## src/rtl/uart_pkg.sv

```systemverilog
// Shared definitions for the UART RX frame checker: parity-mode codes,
// minimum data length and the per-entry error flag bundle.
package uart_pkg;

  localparam logic [2:0] PAR_NONE  = 3'b000;
  localparam logic [2:0] PAR_EVEN  = 3'b001;
  localparam logic [2:0] PAR_ODD   = 3'b010;
  localparam logic [2:0] PAR_MARK  = 3'b011;
  localparam logic [2:0] PAR_SPACE = 3'b100;

  localparam int DATA_LEN_MIN = 5;

  typedef struct packed {
    logic par_err;
    logic frm_err;
    logic brk;
  } frame_flags_t;

endpackage

```

## src/rtl/uart_sat_counter.sv

```systemverilog
// Saturating event counter; a clear coinciding with an increment restarts at 1.
module uart_sat_counter #(
  parameter int CNT_W = 8
) (
  input  logic             clk,
  input  logic             rst,
  input  logic             inc,
  input  logic             clr,
  output logic [CNT_W-1:0] count
);

  logic [CNT_W-1:0] count_q, count_d;

  always_comb begin
    count_d = count_q;
    if (clr) begin
      count_d = inc ? CNT_W'(1) : '0;
    end else if (inc && (count_q != '1)) begin
      count_d = count_q + CNT_W'(1);
    end
  end

  always_ff @(posedge clk or negedge rst) begin
    if (!rst) begin
      count_q <= '0;
    end else begin
      count_q <= count_d;
    end
  end

  assign count = count_q;

endmodule

```

## src/rtl/uart_rx_frame_check.sv

```systemverilog
// UART RX frame checker: parity/stop checks into a one-entry output stage,
// sticky status and saturating error counters. Break detection: UART_BREAK_DETECT_EN.
module uart_rx_frame_check
  import uart_pkg::*;
#(
  parameter int DWIDTH = 8,
  parameter int CNT_W  = 8
) (
  input  logic              clk,
  input  logic              rst,
  input  logic [3:0]        data_len,
  input  logic [2:0]        parity_mode,
  input  logic              frame_valid,
  input  logic [DWIDTH-1:0] p_data,
  input  logic              parity_bit,
  input  logic              stop_bit,
  output logic              out_valid,
  input  logic              out_ready,
  output logic [DWIDTH-1:0] out_data,
  output logic              out_par_err,
  output logic              out_frm_err,
  output logic              out_break,
  input  logic              sts_clr,
  output logic              sts_par,
  output logic              sts_frm,
  output logic              sts_ovr,
  input  logic              cnt_clr,
  output logic [CNT_W-1:0]  par_err_cnt,
  output logic [CNT_W-1:0]  frm_err_cnt
);

  logic [3:0]        len_eff;
  logic [DWIDTH-1:0] md;
  logic              par_chk;
  logic              par_exp;
  frame_flags_t      flags_in;
  logic              load;
  logic              ovr;

  logic              out_valid_q, out_valid_d;
  logic [DWIDTH-1:0] out_data_q, out_data_d;
  frame_flags_t      out_flags_q, out_flags_d;
  logic              sts_par_q, sts_par_d;
  logic              sts_frm_q, sts_frm_d;
  logic              sts_ovr_q, sts_ovr_d;

  // Evaluate the frame currently on the inputs with the live configuration.
  always_comb begin
    len_eff = data_len;
    if ((data_len < 4'(DATA_LEN_MIN)) || (data_len > 4'(DWIDTH))) begin
      len_eff = 4'(DWIDTH);
    end
    md = '0;
    for (int i = 0; i < DWIDTH; i++) begin
      md[i] = p_data[i] & (i < int'(len_eff));
    end
    par_chk = 1'b1;
    par_exp = 1'b0;
    case (parity_mode)
      PAR_EVEN:  par_exp = ^md;
      PAR_ODD:   par_exp = ~^md;
      PAR_MARK:  par_exp = 1'b1;
      PAR_SPACE: par_exp = 1'b0;
      default:   par_chk = 1'b0;
    endcase
    flags_in.par_err = par_chk && (parity_bit != par_exp);
    flags_in.frm_err = !stop_bit;
    flags_in.brk     = 1'b0;
`ifdef UART_BREAK_DETECT_EN
    if ((md == '0) && !stop_bit && (!par_chk || !parity_bit)) begin
      flags_in.brk     = 1'b1;
      flags_in.par_err = 1'b0;
      flags_in.frm_err = 1'b0;
    end
`endif
  end

  // Output handshake: an entry is consumed on the edge where out_valid && out_ready;
  // while out_valid && !out_ready the entry and its flags are held unchanged.
  assign load = frame_valid && (!out_valid_q || out_ready);
  assign ovr  = frame_valid && out_valid_q && !out_ready;

  always_comb begin
    out_valid_d = out_valid_q;
    out_data_d  = out_data_q;
    out_flags_d = out_flags_q;
    if (load) begin
      out_valid_d = 1'b1;
      out_data_d  = md;
      out_flags_d = flags_in;
    end else if (out_valid_q && out_ready) begin
      out_valid_d = 1'b0;
    end
    // Set wins over a same-cycle clear.
    sts_par_d = (sts_par_q && !sts_clr) || (load && flags_in.par_err);
    sts_frm_d = (sts_frm_q && !sts_clr) || (load && flags_in.frm_err);
    sts_ovr_d = (sts_ovr_q && !sts_clr) || ovr;
  end

  always_ff @(posedge clk or negedge rst) begin
    if (!rst) begin
      out_valid_q <= 1'b0;
      out_data_q  <= '0;
      out_flags_q <= '0;
      sts_par_q   <= 1'b0;
      sts_frm_q   <= 1'b0;
      sts_ovr_q   <= 1'b0;
    end else begin
      out_valid_q <= out_valid_d;
      out_data_q  <= out_data_d;
      out_flags_q <= out_flags_d;
      sts_par_q   <= sts_par_d;
      sts_frm_q   <= sts_frm_d;
      sts_ovr_q   <= sts_ovr_d;
    end
  end

  uart_sat_counter #(.CNT_W(CNT_W)) u_par_cnt (
    .clk   (clk),
    .rst   (rst),
    .inc   (load && flags_in.par_err),
    .clr   (cnt_clr),
    .count (par_err_cnt)
  );

  uart_sat_counter #(.CNT_W(CNT_W)) u_frm_cnt (
    .clk   (clk),
    .rst   (rst),
    .inc   (load && flags_in.frm_err),
    .clr   (cnt_clr),
    .count (frm_err_cnt)
  );

  assign out_valid   = out_valid_q;
  assign out_data    = out_data_q;
  assign out_par_err = out_flags_q.par_err;
  assign out_frm_err = out_flags_q.frm_err;
  assign out_break   = out_flags_q.brk;
  assign sts_par     = sts_par_q;
  assign sts_frm     = sts_frm_q;
  assign sts_ovr     = sts_ovr_q;

endmodule
```

## config.mk

```make
export PLATFORM = sky130hd
export DESIGN_NAME = uart_rx_frame_check
export DESIGN_NICKNAME = d
export VERILOG_FILES = /design/src/rtl/uart_pkg.sv /design/src/rtl/uart_sat_counter.sv /design/src/rtl/uart_rx_frame_check.sv
export SDC_FILE = /design/constraint.sdc
export NUM_CORES = 1
export LEC_CHECK = 0
export ABC_AREA = 0
export CORE_MARGIN = 5
export CORE_UTILIZATION = 30
export DETAILED_ROUTE_END_ITERATION = 10
export GPL_ROUTABILITY_DRIVEN = 1
export GPL_TIMING_DRIVEN = 0
export HOLD_SLACK_MARGIN = 0.03
export PLACE_DENSITY = 0.69
export RECOVER_POWER = 50
export SLEW_MARGIN = 20
export SYNTH_ARGS = -nofsm -noshare
export SYNTH_HDL_FRONTEND = slang
export SYNTH_SLANG_ARGS = --single-unit
```

## constraint.sdc

```tcl
create_clock -name clk -period 2.2 [get_ports clk]
set_input_delay 0.22 -clock clk [delete_from_list [all_inputs] [get_ports clk]]
set_output_delay 0.22 -clock clk [all_outputs]
set_load 0.01 [all_outputs]
```

; ---- Word-level counts from Yosys, hierarchy flattened
; Index checks and enable logic that the tools add are counted.
[totals]
regBits = 30
word_cells = 74
[op_classes]
n_addsub = 2
order_cmp = 10
n_eq_ne = 7
mux = 11
bitwise_logic = 8
reduce_logical = 27
[ops]
columns = cell, n
row1 = $mux 8, 4
row2 = $add 8x1->8 const B, 2
row3 = $lt 3x4->1 const A, 4
row4 = $ne 8x8->1 const B, 2
row5 = $logic_and 1x1->1, 12
row6 = $and 1x1->1, 8
row7 = $lt 1x4->1 const A, 2
row8 = $lt 2x4->1 const A, 2
row9 = $reduce_xnor 8->1, 1
row10 = $reduce_xor 8->1, 1
row11 = $eq 3x2->1 const B, 2
row12 = $reduce_bool 2->1, 3
row13 = $logic_or 1x1->1, 5
row14 = $mux 1, 5
row15 = $gt 4x4->1 const B, 1
row16 = $logic_not 1->1, 4
row17 = $lt 4x3->1 const B, 1
row18 = $mux 4, 1
row19 = $reduce_or 4->1, 1
row20 = $eq 3x1->1 const B, 1
row21 = $eq 3x3->1 const B, 1
row22 = $pmux 1 s3, 1
row23 = $ne 1x1->1, 1

; ---- Depth between registers and ports, before layout
[logic_depth]
word_depth = 13
depth_mapped = 9

; ---- Cells and area by module
; Synthesis repeated with hierarchy kept, for this count alone.
[unflattened]
cells_unflattened = 159
hier_area_um2 = 1664.1
[modules_own_cells]
columns = module, instances, cells_per_inst, area_each_um2, seq_area_each_um2
row1 = uart_sat_counter, 2, 47, 473.0, 200.2
row2 = uart_rx_frame_check, 1, 65, 718.2, 350.3

; ---- Worst setup path after synthesis
; Ideal clock, no wire load.
[synth_path]
path_kind = register to register
startpoint = register u_frm_cnt.count_q[0], in the netlist u_frm_cnt.count[0]
endpoint = register u_frm_cnt.count_q[5], in the netlist u_frm_cnt.count[5]
arrival_ns = 2.089
t_required_ns = 2.122
setup_slack_ns = 0.033
path_stages_with_launch = 8
period_less_slack_ns = 2.167
cell_sequence = dfrtp_1 ha_1 nand2_1 nor2_1 a311oi_1 nand4_1 or3_1 a21oi_1
[synth_via]
elab_chain_cells = 3
word_cells_on_any_way = 6
cone_classes = add/sub: 1 / eq/ne: 1 / mux: 2 / reduce/logical: 2
[synth_lines]
columns = element, line
row1 = "start, declared", uart_sat_counter.sv:12  ; logic [CNT_W-1:0] count_q, count_d;
row2 = "start signal, assigned", uart_sat_counter.sv:27  ; count_q <= count_d;
row3 = $add 8x1->8 or $ne 8x8->1 (tied branches), "uart_sat_counter.sv:19, uart_sat_counter.sv:18"
row4 = $mux 8 or $logic_and 1x1->1 (tied branches), uart_sat_counter.sv:18  ; end else if (inc && (count_q != '1)) begin
row5 = $mux 8 or $reduce_bool 2->1 (tied branches), --
; Parallel ways exist; a longest one is shown, timed or not. The select of a mux whose other input is x is not followed.
; A chain may end at the register's enable or synchronous reset.

; ---- Worst setup path in the final report
[layout_path]
startpoint = input p_data[3]
endpoint = register u_par_cnt.count_q[5], in the netlist u_par_cnt.count[5]
[layout_via]
elab_chain_cells = 8
word_cells_on_any_way = 9
cone_classes = eq/ne: 1 / mux: 1 / bitwise: 1 / reduce/logical: 6
[layout_lines]
columns = element, line
row1 = "start, declared", uart_rx_frame_check.sv:14  ; input logic [DWIDTH-1:0] p_data,
row2 = $and 1x1->1 *, uart_rx_frame_check.sv:55  ; md[i] = p_data[i] & (i < int'(len_eff));
row3 = $reduce_xnor 8->1 or $reduce_xor 8->1 (tied branches), "uart_rx_frame_check.sv:61, uart_rx_frame_check.sv:60"
row4 = $pmux 1 s3 *, uart_rx_frame_check.sv:59  ; case (parity_mode)
row5 = $ne 1x1->1 *, uart_rx_frame_check.sv:66  ; flags_in.par_err = par_chk && (parity_bit != par_exp);
row6 = $logic_and 1x1->1 *, uart_rx_frame_check.sv:66
row7 = $logic_and 1x1->1 *, uart_rx_frame_check.sv:121  ; .inc (load && flags_in.par_err),
row8 = $logic_and 1x1->1 *, uart_sat_counter.sv:18
row9 = $reduce_bool 2->1 (no source line) *, --
row10 = "end signal, assigned", uart_sat_counter.sv:27
row11 = "end, declared", uart_sat_counter.sv:12
; Mark *: on every way between the ends. The rest lies on a longest branch, timed or not.

==> summary.txt <==
Hpwl dp = 2700 um
Via Count = 1326
Buffer type at the clock tree root = clkbuf_8
Switching power = 0.0003776 W
Sequential cell area fraction in the yosys report = 0.4902
Tmin final = 2.232 ns
Reg2reg path depth = 6
Worst-skew pair later-pin latency = 0.28 ns
Period utilization = 1.014
Congestion Overflow GR = 0
Crit path arrival time = 2.44 ns
WL per Instance = 13.99 um
Worst VDD drop = 423.6 uV
Multi-input logic area = 888.4 um2
Final Hold Viols = 0
# setup viols final = 1
Leak Pwr = 0.9873 nW
Setup ws final = -0.03177 ns
Die height = 81.45 um
Synthesized area = 1531 um2
TritonCTS Sinks = 30
Final Max Tran Viols = 0
Yosys reg bits = 30
Worst Hold Class = input port to flip-flop
Clk pin slew, worst setup/hold paths = 0.06 ns
Core Footprint = 5042 um2
P&R area growth vs syn = 58.17%
Synthesized instance count = 150
Relative slew slack = 0.4931
Post-synthesis adder-cell area fraction = 0.01634
ANT cells = 0
Die Width = 81.45 um
CP required = 2.41 ns
Clock Skew = 0.002554 ns
Failing checks = setup timing
Vias in the first global route = 1302
CTS tree = done
Combinational fraction of design power = 0.243
First-pass GRT wire length = 6279 um
Crit-path max FO = 5
H-tree levels = 2
Boundary Pins = 54
Seq pwr share = 0.438
Hold depth = 2
Largest net degree at the start of global routing = 31
GPL Wtd Cong = 0.7734
Clk buf depth = 2
Status = finished, violations left
Share of layout cells above drive strength 1 = 0.2196
CTS buffer count = 5
Internal power = 0.001045 W
Post-synthesis mux area share = 0.05637
Residual DRC count = 0
RSZ-0062 raised after global routing = true
Initial Util = 0.3037
Remaining antenna violation count after routing = 0
Hold WS = 0.1979 ns
Worst R2R Setup Slack = 0.14 ns
Achievable Freq = 448.1 MHz
Largest family of logic cells by synthesized area = simple AND/OR/NAND/NOR gates
Worst-Margin Slew = 0.7603 ns
Fill count = 496
Register area = 750.7 um2
Synth Flop Type = dfrtp_1
Syn nets = 175
Top post-synthesis cells by area = dfrtp_1 (49%), xnor2_1 (4.6%), mux2_2 (3.7%)
Vias/cell = 4.669
Yosys cell types = 39
Synth async-reset ratio = 1.000
Core Rows = 26
Die Area = 6634 um2
EDFF count, synth = 0
WS Path Type = input port to flip-flop
1st-iter DRT viols = 75
Xor/xnor share of the synthesized area = 0.07843
Leading area contributor after synthesis = dfrtp_1
Nets = 238
Detailed Routing Iterations Pass 1 = 4
WHS Endpoint = out_data[2]
Number of port buffers = 52
RR Endpoint = u_frm_cnt.count[5]
Antenna violations before repair = 0
Fraction of the mapped netlist area in simple logic gates = 0.1871
Worst r2r src = out_valid
Sw Ratio = 0.2655
CP startpoint = p_data[3]
Post-Route WL = 3974 um
Startpoint types = input port
Hold path startpoint = p_data[2]
Clock network power share = 0.319
Fin util = 0.4804
Synth top area share = 0.4902
Crit end category = flip-flop
Syn_area_per_cell = 10.21 um2
Ys Warns = 0
Power density cells = 587.2 nW/um2
Max-Cap Viols = 0
Synth Area in Compound Gates = 0.1340
Tot GR Track Use = 0.1237
==> cell usage in the layout, fill, tap and decap left out, types with 3 or more instances in the layout <==
cell type	instances
clkdlybuf4s50_1	33
dfrtp_1	30
nand2_1	15
nor2_1	11
inv_1	8
o21ai_0	8
dlygate4sd3_1	8
clkbuf_8	6
dlygate4sd2_1	6
xnor2_1	5
buf_4	5
mux2_2	5
or3_1	4
a21oi_1	4
o22ai_1	3
clkbuf_1	3
or4_4	3
a21oi_2	3
xor2_1	3
buf_6	3
==> worst max path at each step <==
| stage | cells after the start | end | slack (ns) |
|---|---|---|---|
| after floorplan | 7 | u_frm_cnt.count[5] | 0.03 |
| after global placement | 9 | u_par_cnt.count[4] | -0.62 |
| after detailed placement | 9 | u_par_cnt.count[4] | -0.65 |
| after CTS | 9 | u_par_cnt.count[4] | -0.03 |
| after global routing | 9 | u_par_cnt.count[5] | -0.10 |
| final | 9 | u_par_cnt.count[5] | -0.03 |
==> layout make-up <==
class / instances / share of cell area
Clock inverter: 1 / 0.002066
Inverter: 8 / 0.01240
Tap cell: 70 / 0.03616
Buffer: 4 / 0.009298
Timing Repair Buffer: 56 / 0.2278
Sequential cell: 30 / 0.3099
Clock buffer: 7 / 0.03564
Multi-Input combinational cell: 108 / 0.3667
==> state kept, by name, indices dropped and copies added, names as in the netlist <==
signal           flops
u_frm_cnt.count      8
out_par_err          1
out_valid            1
u_par_cnt.count      8
sts_ovr              1
sts_frm              1
sts_par              1
out_data             8
out_frm_err          1
==> Yosys cell counts (3+ instances only) <==
cell,count
o22ai_1,3
a21oi_1,7
clkbuf_1,3
mux2i_1,3
o31ai_1,4
dfrtp_1,30
nor2_1,11
or3_1,4
or4_1,3
o21ai_0,9
nand2_1,15
xor2_1,3
xnor2_1,8
mux2_2,5
inv_1,8
and3_1,3
==> critical path: stages <==
cell	delay (ns)
buf_8	0.11
xnor2_4	0.14
xnor2_2	0.17
xnor2_1	0.14
xnor3_2	0.49
mux2i_4	0.22
a31o_4	0.29
or4_4	0.51
a21oi_2	0.14
==> metrics by stage <==
| stage | instances | setup TNS [ns] | power [W] | setup slack, ns | instance area [um2] |
|---|---|---|---|---|---|
| after floorplan | 150 | 0 | 0.0007723 | 0.03289 | 1531 |
| after global placement | 272 | -7.012 | 0.0009425 | -0.6200 | 2140 |
| after detailed placement | 272 | -6.893 | 0.0009452 | -0.6483 | 2135 |
| after CTS | 284 | -0.02590 | 0.001434 | -0.02590 | 2317 |
| after global routing | 284 | -0.3633 | 0.001510 | -0.1011 | 2422 |
| final | 284 | -0.03177 | 0.001422 | -0.03177 | 2422 |
==> per-layer routing <==
metal	global-route usage	part of all wire	vias to the layer above
li1	-	-	661
met1	0.1558	0.42	617
met2	0.2003	0.50	40
met3	0.03947	0.066	8
met4	0.04054	0.015	0
met5	0	0	-
==> power by group through the flow <==
| stage | Clock [W] | Combinational [W] | Sequential, W |
|---|---|---|---|
| global route | 0.000505 | 0.000376 | 0.000629 |
| global placement | 0 | 0.000311 | 0.000632 |
| floorplan | 0 | 0.000121 | 0.000651 |
| finish | 0.000454 | 0.000346 | 0.000622 |
| CTS | 0.000477 | 0.000333 | 0.000623 |
| detailed placement | 0 | 0.000312 | 0.000633 |
==> what timing repair did <==
item / 4_1_cts / 5_1_grt
resized for setup: 23 / 39
hold buffers: 1 / 0
endpoints found under the hold margin: 30 / 0
pin swaps: 11 / 13
endpoints found under the setup margin: 13 / 10
buffers inserted: 2 / 1
gates cloned: 1 / 0
==> cell families (layout without fill, tap and decap cells) <==
logic type               Yosys count  in the layout
AO/OA/AOI/OAI                     31             32
multiplexers                       8              8
XOR/XNOR                          12             12
AND/OR/NAND/NOR                   53             53
other                              1              1
flip-flops                        30             30
buffers and inverters             13             76
adder cells (fa/ha/maj)            2              2
Note: power is estimated with default switching activity, not from simulation.
